**src/rtl/frame_write_arbiter.sv**
```systemverilog
// Frame-buffer write-port owner: merges camera pixels (via a small jitter FIFO),
// draw requests and a whole-buffer clear sweep into one registered BRAM write per cycle.
module frame_write_arbiter #(
    parameter int ADDR_W     = 16,
    parameter int NUM_PIXELS = 43200,
    parameter int FIFO_DEPTH = 4
) (
    input  logic              clk_in,
    input  logic              rst_in,
    input  logic              cam_valid_in,
    input  logic [ADDR_W-1:0] cam_addr_in,
    input  logic [3:0]        cam_gray_in,
    input  logic              draw_valid_in,
    output logic              draw_ready_out,
    input  logic [ADDR_W-1:0] draw_addr_in,
    input  logic [1:0]        draw_color_in,
    input  logic              clear_in,
    output logic              clear_busy_out,
    output logic              bram_we_out,
    output logic [ADDR_W-1:0] bram_addr_out,
    output logic [7:0]        bram_data_out,
    output logic              cam_drop_out
);

    localparam int PTR_W   = $clog2(FIFO_DEPTH);
    localparam int CNT_W   = PTR_W + 1;
    localparam int ENTRY_W = ADDR_W + 4;
    localparam logic [CNT_W-1:0]  URGENT_LVL = CNT_W'(FIFO_DEPTH - 1);
    localparam logic [CNT_W-1:0]  FULL_LVL   = CNT_W'(FIFO_DEPTH);
    localparam logic [ADDR_W-1:0] LAST_ADDR  = ADDR_W'(NUM_PIXELS - 1);

    typedef enum logic {ARB, CLEAR} state_t;

    state_t              state_q, state_d;
    logic [ADDR_W-1:0]   sweep_q, sweep_d;
    logic [ENTRY_W-1:0]  fifo_mem_q [FIFO_DEPTH];
    logic [ENTRY_W-1:0]  fifo_mem_d [FIFO_DEPTH];
    logic [PTR_W-1:0]    wr_ptr_q, wr_ptr_d;
    logic [PTR_W-1:0]    rd_ptr_q, rd_ptr_d;
    logic [CNT_W-1:0]    count_q, count_d;
    logic                we_q, we_d;
    logic [ADDR_W-1:0]   addr_q, addr_d;
    logic [7:0]          data_q, data_d;
    logic                drop_q, drop_d;

    logic                urgent;
    logic                pop;
    logic                push;
    logic                push_ok;
    logic                flush;
    logic [ENTRY_W-1:0]  head;

    // Near-full FIFO pre-empts draw so the unstallable camera never overflows.
    assign urgent         = (count_q >= URGENT_LVL);
    assign head           = fifo_mem_q[rd_ptr_q];
    assign draw_ready_out = !rst_in && (state_q == ARB) && !urgent;
    assign clear_busy_out = (state_q == CLEAR);
    assign bram_we_out    = we_q;
    assign bram_addr_out  = addr_q;
    assign bram_data_out  = data_q;
    assign cam_drop_out   = drop_q;

    always_comb begin
        state_d    = state_q;
        sweep_d    = sweep_q;
        fifo_mem_d = fifo_mem_q;
        wr_ptr_d   = wr_ptr_q;
        rd_ptr_d   = rd_ptr_q;
        count_d    = count_q;
        we_d       = 1'b0;
        addr_d     = '0;
        data_d     = 8'h00;
        drop_d     = 1'b0;
        pop        = 1'b0;
        push       = 1'b0;
        push_ok    = 1'b0;
        flush      = 1'b0;

        case (state_q)
            ARB: begin
                if (urgent) begin
                    pop = 1'b1;
                end else if (draw_valid_in) begin
                    we_d   = 1'b1;
                    addr_d = draw_addr_in;
                    data_d = {2'b11, 4'b0000, draw_color_in};
                end else if (count_q != '0) begin
                    pop = 1'b1;
                end
                if (pop) begin
                    we_d   = 1'b1;
                    addr_d = head[ENTRY_W-1:4];
                    data_d = {2'b00, head[3:0], 2'b00};
                end
                // The write chosen this cycle still goes out; the sweep begins next cycle.
                if (clear_in) begin
                    state_d = CLEAR;
                    sweep_d = '0;
                    flush   = 1'b1;
                end else begin
                    push = cam_valid_in;
                end
            end
            CLEAR: begin
                we_d   = 1'b1;
                addr_d = sweep_q;
                data_d = 8'h00;
                if (sweep_q == LAST_ADDR) begin
                    state_d = ARB;
                    sweep_d = '0;
                end else begin
                    sweep_d = sweep_q + 1'b1;
                end
            end
            default: state_d = ARB;
        endcase

        if (flush) begin
            wr_ptr_d = '0;
            rd_ptr_d = '0;
            count_d  = '0;
        end else begin
            push_ok = push && ((count_q != FULL_LVL) || pop);
            drop_d  = push && !push_ok;
            if (push_ok) begin
                fifo_mem_d[wr_ptr_q] = {cam_addr_in, cam_gray_in};
                wr_ptr_d             = wr_ptr_q + 1'b1;
            end
            if (pop) begin
                rd_ptr_d = rd_ptr_q + 1'b1;
            end
            case ({push_ok, pop})
                2'b10:   count_d = count_q + 1'b1;
                2'b01:   count_d = count_q - 1'b1;
                default: count_d = count_q;
            endcase
        end
    end

    always_ff @(posedge clk_in) begin
        if (rst_in) begin
            state_q    <= ARB;
            sweep_q    <= '0;
            fifo_mem_q <= '{default: '0};
            wr_ptr_q   <= '0;
            rd_ptr_q   <= '0;
            count_q    <= '0;
            we_q       <= 1'b0;
            addr_q     <= '0;
            data_q     <= 8'h00;
            drop_q     <= 1'b0;
        end else begin
            state_q    <= state_d;
            sweep_q    <= sweep_d;
            fifo_mem_q <= fifo_mem_d;
            wr_ptr_q   <= wr_ptr_d;
            rd_ptr_q   <= rd_ptr_d;
            count_q    <= count_d;
            we_q       <= we_d;
            addr_q     <= addr_d;
            data_q     <= data_d;
            drop_q     <= drop_d;
        end
    end

endmodule
```
**config.mk**
```make
export PLATFORM = sky130hd
export DESIGN_NAME = frame_write_arbiter
export DESIGN_NICKNAME = d
export VERILOG_FILES = /design/src/rtl/frame_write_arbiter.sv
export SDC_FILE = /design/constraint.sdc
export NUM_CORES = 1
export LEC_CHECK = 0
export ABC_AREA = 1
export CORE_MARGIN = 2
export CORE_UTILIZATION = 55
export DETAILED_ROUTE_END_ITERATION = 10
export GPL_TIMING_DRIVEN = 1
export HOLD_SLACK_MARGIN = 0.15
export PLACE_DENSITY_LB_ADDON = 0.15
export SKIP_LAST_GASP = 1
export SLEW_MARGIN = 10
export SYNTH_ARGS = -nofsm -noshare
export SYNTH_HDL_FRONTEND = slang
export SYNTH_SLANG_ARGS = --single-unit
```
**constraint.sdc**
```tcl
create_clock -name clk_in -period 1.9 [get_ports clk_in]
set_clock_uncertainty 0.05 [all_clocks]
set_input_delay 0.285 -clock clk_in [delete_from_list [all_inputs] [get_ports clk_in]]
set_output_delay 0.285 -clock clk_in [all_outputs]
set_load 0.03 [all_outputs]
```
==> summary by stage, run 1 <==
Detailed routing
Once detail routing completed, the nets flagged for antenna violations numbered 0. The via count is 5855. The post-route DRC violation count is 0. The iteration-0 DRC count of the detailed router is 576.

The first-pass iteration count of the detailed router is 5. Summed over all layers, the routed wires come to between 15000 and 20000 um. The routed wire length per instance is between 15 and 20 um. After detailed routing, the number of vias per cell comes to 5.740.

Synth
The average instance area after synthesis is 7.141 sq um. In the synthesized netlist the async set-or-reset flop fraction comes to 0. The gate count of the mapped netlist is 806. The count of distinct cell types in the synthesized netlist is 32. Counting flops with a built-in enable in the synthesized netlist gives 0. The top cell type's share of synthesized area is 0.4487. The top flip-flop cell by instance count after synthesis is sky130_fd_sc_hd__dfxtp_1. The area of the mapped netlist is around 5800 sq um.

After synthesis, the cell types taking the most area are sky130_fd_sc_hd__dfxtp_1, sky130_fd_sc_hd__nand2_1, sky130_fd_sc_hd__a21oi_1. Of the synthesized area, sequential elements account for 0.4487. Synthesis inferred 129 register bits. The net count after synthesis is 855.

The largest area contributor in the netlist is sky130_fd_sc_hd__dfxtp_1. The number of warnings printed during yosys synthesis is 0.

Timing
The minimum hold slack is about 230 ps. The highest achievable clock rate is about 540 MHz. Adding up every negative setup slack in the final design gives 0 ps.

The minimum clock period after layout is around 1900 ps. The number of max-slew violations in the final report is 0. The slew at the pin closest to its max-slew limit is a little over 700 ps. Headroom to the max-slew limit came out at 0.5214. Setup violations remaining at the end of the flow were counted as 0. The count of final hold-check violations is 0. The final period utilization is 0.9784.

The worst path meets setup with 41.09 ps of slack.

Pwr
The power per unit of standard cell area is 978.5 nW/um^2. The internal power is 5.471 mW. Of the total power, registers draw 0.393.

The combinational share of power is 0.106. The worst vdd rail ir drop is 0.6241 mV. The design draws 7.153 mW. The switching share of power is 0.2352. Of the total power, the clock network draws 0.501. The analysis attributes to net switching a power of 1.682 mW. The analysis attributes to cell leakage a power of approximately 2.7 nW.

GRT
The global-route wire length before repair is 26720 um. The number of global-route vias before repair was roughly 5500. The remaining global-route overflow is 0. The number of antenna violations at the first check in global routing came to 0. Across every metal layer, demand over resource in global routing totals 0.3007. Entering global routing, the biggest net connects between 60 and 70 pins.

Cells and area
The fraction of final layout cells with drive strength greater than 1 is 0.08258. The final antenna diode count is 0. The library cells used most frequently in the layout, excluding fill and tap cells, are sky130_fd_sc_hd__nand2_1, sky130_fd_sc_hd__dfxtp_1, sky130_fd_sc_hd__a21oi_1. The storage element area is approximately 2600 sq um. The area growth from synthesis to layout is 27.02%. The multi-input logic area is about 2700 sq um. After filler insertion, the fill cell instance count of the layout stands at between 800 and 900.

After the last flow step, the layout net total stands at 920. The most common cell after layout, fill and taps aside is sky130_fd_sc_hd__nand2_1. Once layout is done, the placed cells without fillers occupy between 7000 and 8000 sq um.

Die
The floorplan step defined a core boundary enclosing 10230 sq um. The full die area is 11300 sq um. The die extent in x is 106.3 um. The initial utilization of the core area, before any placement, comes to 0.5626. The number of top-level pins is 71. The number of placement rows is 37.

The die outline height is 106.3 um.

Worst setup path
In this design, the stage delay of the slowest critical-path cell is 670 ps. The critical setup path kind is flop to output port. The worst path arrival time is ~1500 ps. STA classifies the critical path endpoint as an output port. The cell at the slowest stage of the critical path is sky130_fd_sc_hd__clkdlybuf4s50_1. In this run the worst setup path begins at bram_data_out[4].

Data on the critical path is required at its endpoint by 1560 ps. The worst-path maximum fanout is 1. The worst setup path is launched from a flop.

The signal on the critical path passes through clkdlybuf4s50_1. The startpoint of the worst-slack reg-to-reg timing path is clear_busy_out. The number of buffers and inverters on the critical path is 1. In this design, the largest share of critical-path delay is due to buffers and inverters.

Clocking
The number of buffers created by CTS is 17. The clock transition at the registers of the reported paths is around 60 ps. The later pin in the worst-skew pair is clocked with a latency of 530 ps.

The number of setup buffers added after CTS is 0. The root buffer cell chosen for the clock tree is sky130_fd_sc_hd__clkbuf_8. The H-tree generated during clock tree synthesis spans 4 levels. The clock sink total is between 100 and 150. The CTS tree is yes. The deepest clock path buffer count is 2.

Place
The port buffer count is 70. The estimated wirelength of the detail-placed design is 10560 um. The post-placement setup slack is -143.7 ps. At the end of routability-driven placement, the weighted congestion stood at approximately 1.1. The instance area after placement is 6629 sq um.

Run status
The run finished with clean final reports.

Min path
The class of the tightest hold or removal check is input pin to flop. The startpoint of the most critical hold path is draw_color_in[0].

Flow run
Max-cap violations in this run came to 0.
## path summary, 6_finish.rpt
check                endpoint  slack [ps]  cells past startpoint
max          bram_data_out[4]          40                      1
min          bram_data_out[0]         230                      3
max reg2reg  bram_addr_out[1]         140                      6
min reg2reg    fifo_mem_q[31]         400                      2
## cell usage after synthesis (all sizes together) (3+ instances only)
library cell  number
nand2            173
dfxtp            129
a21oi            119
nand3             97
o21ai             65
inv               61
nor2              60
clkbuf            31
buf               24
o22ai             11
o211ai             7
nand4              6
ha                 5
a22oi              4
nor3               4
o311ai             3
## what timing repair did
action | CTS | global route
endpoints found under the hold margin | 8 | 0
setup endpoints to repair | 1 | 4
hold buffers | 2 | 0
resized for setup | 1 | 2
gates cloned | 0 | 1
pin swaps | 0 | 1
## power groups by stage
stage | Clock (mW) | Sequential (mW) | Combinational, mW
final | 3.58 | 2.81 | 0.757
after global routing | 3.72 | 2.82 | 0.816
after detailed placement | 0 | 2.87 | 0.740
after global placement | 0 | 2.87 | 0.724
after CTS | 3.61 | 2.81 | 0.746
after floorplan | 0 | 2.92 | 0.361
## sequential cells by signal, indices dropped and copies added (netlist names)
register / count
bram_data_out: 7
wr_ptr_q: 2
fifo_mem_q: 80
sweep_q: 16
bram_we_out: 1
clear_busy_out: 1
bram_addr_out: 16
cam_drop_out: 1
rd_ptr_q: 2
count_q: 3
## final cells by class
type / count / share of cell area
clock buffer: 23 / 0.06521
clock inverter: 9 / 0.02413
inverter: 61 / 0.03166
multi-input combinational: 562 / 0.3678
sequential: 129 / 0.3532
tap: 136 / 0.02328
timing repair buffer: 100 / 0.1347
## logic make-up (layout without fill, tap and decap cells)
logic type / Yosys count / in the layout / synth area share
adder cells (fa/ha/maj): 6 / 6 / 0.01435
buffers and inverters: 116 / 193 / 0.08587
AO/OA/AOI/OAI: 212 / 212 / 0.1950
flip-flops: 129 / 129 / 0.4487
AND/OR/NAND/NOR: 342 / 343 / 0.2554
other: 1 / 1 / 0.0006515
## layer usage
| layer | vias to the layer above | track usage | routed length [um] |
|---|---|---|---|
| met4 | 0 | 0.1429 | 461 |
| met3 | 40 | 0.05579 | 1239 |
| li1 | 2826 | - | - |
| met5 | - | 0 | 0 |
| met2 | 269 | 0.4721 | 7646 |
| met1 | 2720 | 0.4005 | 7156 |
## stage by stage
stage | instances | util
final | 1020 | 0.7146
after global routing | 1020 | 0.7146
after CTS | 1019 | 0.7136
after detailed placement | 985 | 0.6479
after global placement | 985 | 0.6479
after floorplan | 806 | -
No activity file was read; power rests on OpenSTA's default activity.
==> run 2: changes to the inputs <==
--- a/config.mk
+++ b/config.mk
@@ -10,10 +10,10 @@
 export CORE_UTILIZATION = 55
 export DETAILED_ROUTE_END_ITERATION = 10
 export GPL_TIMING_DRIVEN = 1
-export HOLD_SLACK_MARGIN = 0.15
+export HOLD_SLACK_MARGIN = 0.05
 export PLACE_DENSITY_LB_ADDON = 0.15
 export SKIP_LAST_GASP = 1
-export SLEW_MARGIN = 10
+export SLEW_MARGIN = 15
 export SYNTH_ARGS = -nofsm -noshare
 export SYNTH_HDL_FRONTEND = slang
 export SYNTH_SLANG_ARGS = --single-unit
==> summary by stage, run 2 (synthesis gave the netlist of run 1 again) <==
Run status
Status: completed (unchanged).

Detailed routing
The top metal layer carrying routed signals was met4 (unchanged). The iteration-0 DRC count of the detailed router is 488 (was 576). The routed length on met3 is 1244 um (was 1239 um). The routed wire length per instance was 16.20 um (was 16.18 um). The post-detailed-route via-to-cell ratio is 5.768 (was 5.740). The routed metal-1 wirelength is 7106 um (was 7156 um). The via count is 5872 (was 5855). The number of nets still failing antenna checks after routing is 0 (unchanged). The post-route DRC violation count is 0 (unchanged). The first-pass iteration count of the detailed router came to 7 (was 5). The met2 routed wirelength was 7675 um (was 7646 um). The routed wire length is 16490 um (was 16500 um).

Die
The die extent in x is 106.3 um (unchanged). The initial core utilization is 0.5626 (unchanged). The die outline height is 106.3 um (unchanged).

The area of the placeable core is 10230 sq um (unchanged). The number of top-level pins is 71 (unchanged). The number of placement rows was 37 (unchanged). The full die area is 11300 sq um (unchanged).

Cells and area
The final antenna diode count is 0 (unchanged). The register name with the most flops is fifo_mem_q (unchanged). The number of flip-flops under the largest register name is 80 (unchanged). The most common cell after layout, fill and taps aside was sky130_fd_sc_hd__nand2_1 (unchanged). The final standard cell utilization of the core came to 0.7126 (was 0.7146).

Commonest cells after routing, fill and taps aside: sky130_fd_sc_hd__nand2_1, sky130_fd_sc_hd__dfxtp_1, sky130_fd_sc_hd__a21oi_1 (unchanged). The count of nets after finishing is 918 (was 920). The growth of design area from synthesis to finish came to 26.67% (was 27.02%). The non-filler instance count after layout is 1018 (was 1020). The fraction of final layout cells with drive strength greater than 1 was 0.08277 (was 0.08258).

The final non-filler cell area came to 7291 sq um (was 7311 sq um).

Clocking
The insertion delay to the later sink of the worst-skew pair was 530 ps (about the same). The clock sink total came to 129 (unchanged). The count of hold buffers inserted by post-cts repair is 0 (was 2). The number of setup buffers added after CTS is 0 (unchanged).

The number of H-tree branching levels came to 4 (unchanged). The number of buffers created by CTS is 17 (unchanged). The cell at the root of the clock tree is sky130_fd_sc_hd__clkbuf_8 (unchanged).

The CTS tree was yes (unchanged). The clock transition at the registers of the reported paths is 60 ps (about the same). The deepest clock path buffer count came to 2 (unchanged).

Flow run
The number of max-cap violations is 0 (unchanged).

Pwr
The post-route total power is 7.153 mW (about the same). The internal power is 5.468 mW (was 5.471 mW). The switching power of the nets was 1.685 mW (was 1.682 mW). The clock share of power is 0.501 (about the same). The power per unit of standard cell area is 981.1 nW/um^2 (was 978.5 nW/um^2). The switching share of power came to 0.2355 (was 0.2352). The worst vdd rail ir drop is 0.6235 mV (was 0.6241 mV). The combinational share of power came to 0.105 (was 0.106). The power share of the sequential group is 0.393 (about the same). The leakage component of the power is 2.658 nW (was 2.666 nW).

GRT
The all-layer global routing usage is 0.2995 (was 0.3007). The global-route wire length before repair came to 26630 um (was 26720 um). The number of antenna violations at the first check in global routing is 0 (unchanged). The number of global-route vias before repair is 5521 (was 5539). The remaining global-route overflow is 0 (unchanged). The largest net degree at the start of global routing is 68 (unchanged).

Place
The cell total after placement is 985 (unchanged). The final estimated routing congestion in global placement was 1.057 (unchanged). The port buffer count is 70 (unchanged).

The instance area after placement was 6629 sq um (unchanged). The post-placement setup slack is -143.7 ps (unchanged). The estimated wirelength of the detail-placed design is 10560 um (unchanged).

Worst setup path
Critical-path cell list: clkdlybuf4s50_1 (unchanged). The number of buffers and inverters on the critical path is 1 (unchanged). The kind of capture point of the worst setup path is an output port (unchanged).

The longest individual stage delay on the worst path was 670 ps (about the same). The worst-path maximum fanout is 1 (unchanged). The worst path arrival time was 1520 ps (about the same). The required time of the critical path is 1560 ps (about the same). The family with the most delay on the worst path is buffers and inverters (unchanged). The critical setup path kind is flop to output port (unchanged).

The cell at the slowest stage of the critical path was sky130_fd_sc_hd__clkdlybuf4s50_1 (unchanged). The startpoint class of the critical path is a flop (unchanged).

Timing
The minimum clock period after layout is 1857 ps (was 1859 ps). The worst setup margin is 42.76 ps (was 41.09 ps). The count of final hold-check violations came to 0 (unchanged). The headroom to the max-slew limit is 0.5197 (was 0.5214). The final period utilization was 0.9775 (was 0.9784). The slew at the pin closest to its max-slew limit is 720.4 ps (was 717.9 ps). The number of max-slew violations in the final report is 0 (unchanged). The highest achievable clock rate is 538.4 MHz (was 538.0 MHz). The number of endpoints failing setup at the final stage came to 0 (unchanged).

Min path
The class of the tightest hold or removal check is input pin to flop (unchanged).
-- run 2: cell types whose count changed in the layout (fill, tap and decap cells not counted), sizes merged --
cell	previous run	this run
dlygate4sd3	2	0
-- run 2: metrics by stage --
stage | hold slack, ps | TNS (ps)
3_3_place_gp | 382.2 | -128.7
6_report | 89.16 | 0
4_1_cts | 69.68 | 0
2_1_floorplan | 345.5 | 0
5_1_grt | 90.42 | -0.07949
3_5_place_dp | 387.0 | -1138
-- run 2: worst register-to-register path: stages (launching register included) --
cell                      delay (ps)
sky130_fd_sc_hd__dfxtp_1         510
sky130_fd_sc_hd__inv_2           150
sky130_fd_sc_hd__buf_4           190
sky130_fd_sc_hd__nand2_2         220
sky130_fd_sc_hd__nor2_2          150
sky130_fd_sc_hd__a22oi_1         290
sky130_fd_sc_hd__nand2_1          80
-- run 2: path summary, 6_finish.rpt --
kind | slack (ps) | end | cells past startpoint | startpoint
worst max-delay path | 40 | bram_data_out[4] | 1 | bram_data_out[4]
worst min-delay path | 90 | bram_addr_out[11] | 2 | rst_in
worst max register to register | 130 | bram_addr_out[1] | 6 | clear_busy_out
worst min register to register | 400 | fifo_mem_q[31] | 2 | fifo_mem_q[31]
-- run 2: routing by layer --
layer / vias to the layer above / global-route usage
met1: 2758 / 0.3982
met3: 39 / 0.05579
met2: 253 / 0.4707
met4: 0 / 0.1429
li1: 2822 / -
met5: - / 0
-- run 2: area by class of cell --
cell class | instances | area, sq um
Fill cell | 855 | 2940
Multi-Input combinational cell | 562 | 2689
Sequential cell | 129 | 2582
Timing Repair Buffer | 98 | 964.7
Clock buffer | 23 | 476.7
Inverter | 61 | 231.5
Clock inverter | 9 | 176.4
Tap cell | 136 | 170.2
-- run 2: repair_timing --
| item | in CTS | in global routing |
|---|---|---|
| endpoints found under the hold margin | 0 | 0 |
| endpoints found under the setup margin | 1 | 4 |
| cloned | 0 | 1 |
| pin swaps | 0 | 1 |
| gates resized for setup | 1 | 2 |
-- run 2: power groups by stage --
stage / clock [mW] / combinational (mW) / sequential [mW]
2_1_floorplan: 0 / 0.361 / 2.92
3_3_place_gp: 0 / 0.724 / 2.87
3_5_place_dp: 0 / 0.740 / 2.87
4_1_cts: 3.61 / 0.742 / 2.81
5_1_grt: 3.72 / 0.812 / 2.82
6_report: 3.59 / 0.754 / 2.81
==> run 3: changes to the inputs <==
--- a/config.mk
+++ b/config.mk
@@ -7,7 +7,7 @@
 export LEC_CHECK = 0
 export ABC_AREA = 1
 export CORE_MARGIN = 2
-export CORE_UTILIZATION = 55
+export CORE_UTILIZATION = 60
 export DETAILED_ROUTE_END_ITERATION = 10
 export GPL_TIMING_DRIVEN = 1
 export HOLD_SLACK_MARGIN = 0.05
==> constraint.sdc (replaced) <==
create_clock -name clk_in -period 2.33 [get_ports clk_in]
set_clock_uncertainty 0.05 [all_clocks]
set_input_delay 0.3495 -clock clk_in [delete_from_list [all_inputs] [get_ports clk_in]]
set_output_delay 0.3495 -clock clk_in [all_outputs]
set_load 0.03 [all_outputs]
==> summary by stage, run 3 (synthesis gave the netlist of run 1 again) <==
Place
The cell total after placement is 974 (was 985). The estimated wirelength of the detail-placed design came to 11170 um (was 10560 um). The instance area after placement was 6543 sq um (was 6629 sq um). The final estimated routing congestion in global placement is 0.9366 (was 1.057). The port buffer count is 70 (unchanged).

Pwr
The worst vdd rail ir drop is 0.4412 mV (was 0.6235 mV). The switching share of power came to 0.2586 (was 0.2355). The switching power of the nets is 1.404 mW (was 1.685 mW). The clock share of power is 0.467 (was 0.501).

The post-route total power is 5.429 mW (was 7.153 mW). The internal power is 4.025 mW (was 5.468 mW). The power share of the sequential group came to 0.422 (was 0.393). The leakage component of the power is 2.572 nW (was 2.658 nW). The combinational share of power is 0.111 (was 0.105). The power per unit of standard cell area is 763.9 nW/um^2 (was 981.1 nW/um^2).

Clocking
The CTS tree is yes (unchanged). The number of buffers created by CTS was 17 (unchanged). The clock transition at the registers of the reported paths was 60 ps (about the same). The insertion delay to the later sink of the worst-skew pair is 520 ps (was 530 ps). The clock sink total was 129 (unchanged).

The count of hold buffers inserted by post-cts repair came to 0 (unchanged). The number of instances resized during post-cts repair is 1 (unchanged). The number of H-tree branching levels is 4 (unchanged). The deepest clock path buffer count is 2 (unchanged).

The number of setup buffers added after CTS is 0 (unchanged). The cell at the root of the clock tree is sky130_fd_sc_hd__clkbuf_8 (unchanged).

GRT
The all-layer global routing usage is 0.3412 (was 0.2995). The number of global-route vias before repair came to 5708 (was 5521). The largest net degree at the start of global routing came to 67 (was 68). The global-route wire length before repair was 27420 um (was 26630 um). The remaining global-route overflow was 0 (unchanged). The number of antenna violations at the first check in global routing came to 0 (unchanged).

Detailed routing
The post-detailed-route via-to-cell ratio came to 5.921 (was 5.768). The routed wire length per instance is 17.06 um (was 16.20 um). The iteration-0 DRC count of the detailed router came to 565 (was 488). The first-pass iteration count of the detailed router came to 6 (was 7). The via count was 5951 (was 5872). The number of nets still failing antenna checks after routing is 0 (unchanged).

The post-route DRC violation count was 0 (unchanged). The routed wire length was 17150 um (was 16490 um).

Worst setup path
The number of buffers and inverters on the critical path came to 1 (unchanged). The longest individual stage delay on the worst path came to 730 ps (was 670 ps). The startpoint class of the critical path is a flop (unchanged). The family with the most delay on the worst path is buffers and inverters (unchanged). The worst path arrival time is 1710 ps (was 1520 ps). The worst-path maximum fanout is 6 (was 1). The required time of the critical path is 1930 ps (was 1560 ps). Critical-path cell list: clkdlybuf4s50_1 (unchanged). The critical setup path kind was flop to output port (unchanged). The kind of capture point of the worst setup path is an output port (unchanged).

The cell at the slowest stage of the critical path is sky130_fd_sc_hd__clkdlybuf4s50_1 (unchanged).

Min path
The class of the tightest hold or removal check is input pin to flop (unchanged).

Cells and area
The most common cell after layout, fill and taps aside is sky130_fd_sc_hd__nand2_1 (unchanged). The number of flip-flops under the largest register name is 80 (unchanged). The register name with the most flops is fifo_mem_q (unchanged).

The growth of design area from synthesis to finish is 23.48% (was 26.67%). The non-filler instance count after layout is 1005 (was 1018). Commonest cells after routing, fill and taps aside: sky130_fd_sc_hd__nand2_1, sky130_fd_sc_hd__dfxtp_1, sky130_fd_sc_hd__a21oi_1 (unchanged).

The final antenna diode count is 0 (unchanged). The count of nets after finishing came to 913 (was 918). The final non-filler cell area is 7107 sq um (was 7291 sq um).

The fraction of final layout cells with drive strength greater than 1 is 0.07534 (was 0.08277).

Timing
For the finished layout, the period the worst path requires is 2114 ps. The number of max-slew violations in the final report was 0 (unchanged). The slew at the pin closest to its max-slew limit is 703.9 ps (was 720.4 ps). The final-layout setup total negative slack is 0 ps (unchanged). The headroom to the max-slew limit is 0.5307 (was 0.5197). The final period utilization is 0.9073. The number of endpoints failing setup at the final stage is 0 (unchanged). Setup repair after global routing left no endpoint under its margin. The highest achievable clock rate is 473.0 MHz. The count of final hold-check violations came to 0 (unchanged).

Die
The die outline height is 101.9 um (was 106.3 um). The number of top-level pins is 71 (unchanged). The number of placement rows is 35 (was 37).

The die extent in x is 101.9 um (was 106.3 um). The initial core utilization came to 0.6199 (was 0.5626). The area of the placeable core is 9284 sq um (was 10230 sq um). The full die area is 10390 sq um (was 11300 sq um).

Run status
Status: completed (unchanged).

Flow run
The number of max-cap violations is 0 (unchanged).
-- run 3: final timing paths --
| path | startpoint | slack [ps] | end | depth (start not counted) |
|---|---|---|---|---|
| setup / recovery | clear_busy_out | 220 | clear_busy_out | 1 |
| hold / removal | rst_in | 260 | bram_addr_out[11] | 3 |
| setup reg to reg | wr_ptr_q[1] | 420 | fifo_mem_q[41] | 6 |
| hold reg to reg | fifo_mem_q[43] | 400 | fifo_mem_q[43] | 2 |
-- run 3: through the flow --
stage	hold WS [ps]	util	worst slack (ps)
global placement	386.6	0.7047	249.9
floorplan	374.4	-	541.5
finish	264.8	0.7655	216.0
CTS	245.4	0.7655	208.9
global route	267.8	0.7655	168.1
detailed placement	396.1	0.7047	155.7
-- run 3: worst min-delay path, delay by kind of cell --
family | cells | cell delay [ps]
and+or+nand+nor | 1 | 120
buffers and inverters | 2 | 320
-- run 3: final cells by class --
type	count	area (sq um)
fillers	726	2177
clock inverters	13	137.6
multi-input cells	561	2679
repair buffers	94	887.1
inverters	61	231.5
flip-flops and latches	129	2582
well taps	129	161.4
clock buffers	18	427.9
-- run 3: power by group through the flow --
stage          combinational, mW  sequential, mW  clock (mW)
2_1_floorplan              0.294            2.38           0
3_3_place_gp               0.578            2.34           0
3_5_place_dp               0.590            2.34           0
4_1_cts                    0.592            2.29        2.53
5_1_grt                    0.647            2.30        2.63
6_report                   0.602            2.29        2.53
-- run 3: per-layer routing --
| layer | vias to the layer above | share of wire | GRT usage |
|---|---|---|---|
| li1 | 2805 | - | - |
| met1 | 2751 | 0.40 | 0.4267 |
| met5 | - | 0 | 0 |
| met4 | 0 | 0.033 | 0.1641 |
| met3 | 46 | 0.090 | 0.06224 |
| met2 | 349 | 0.48 | 0.5709 |
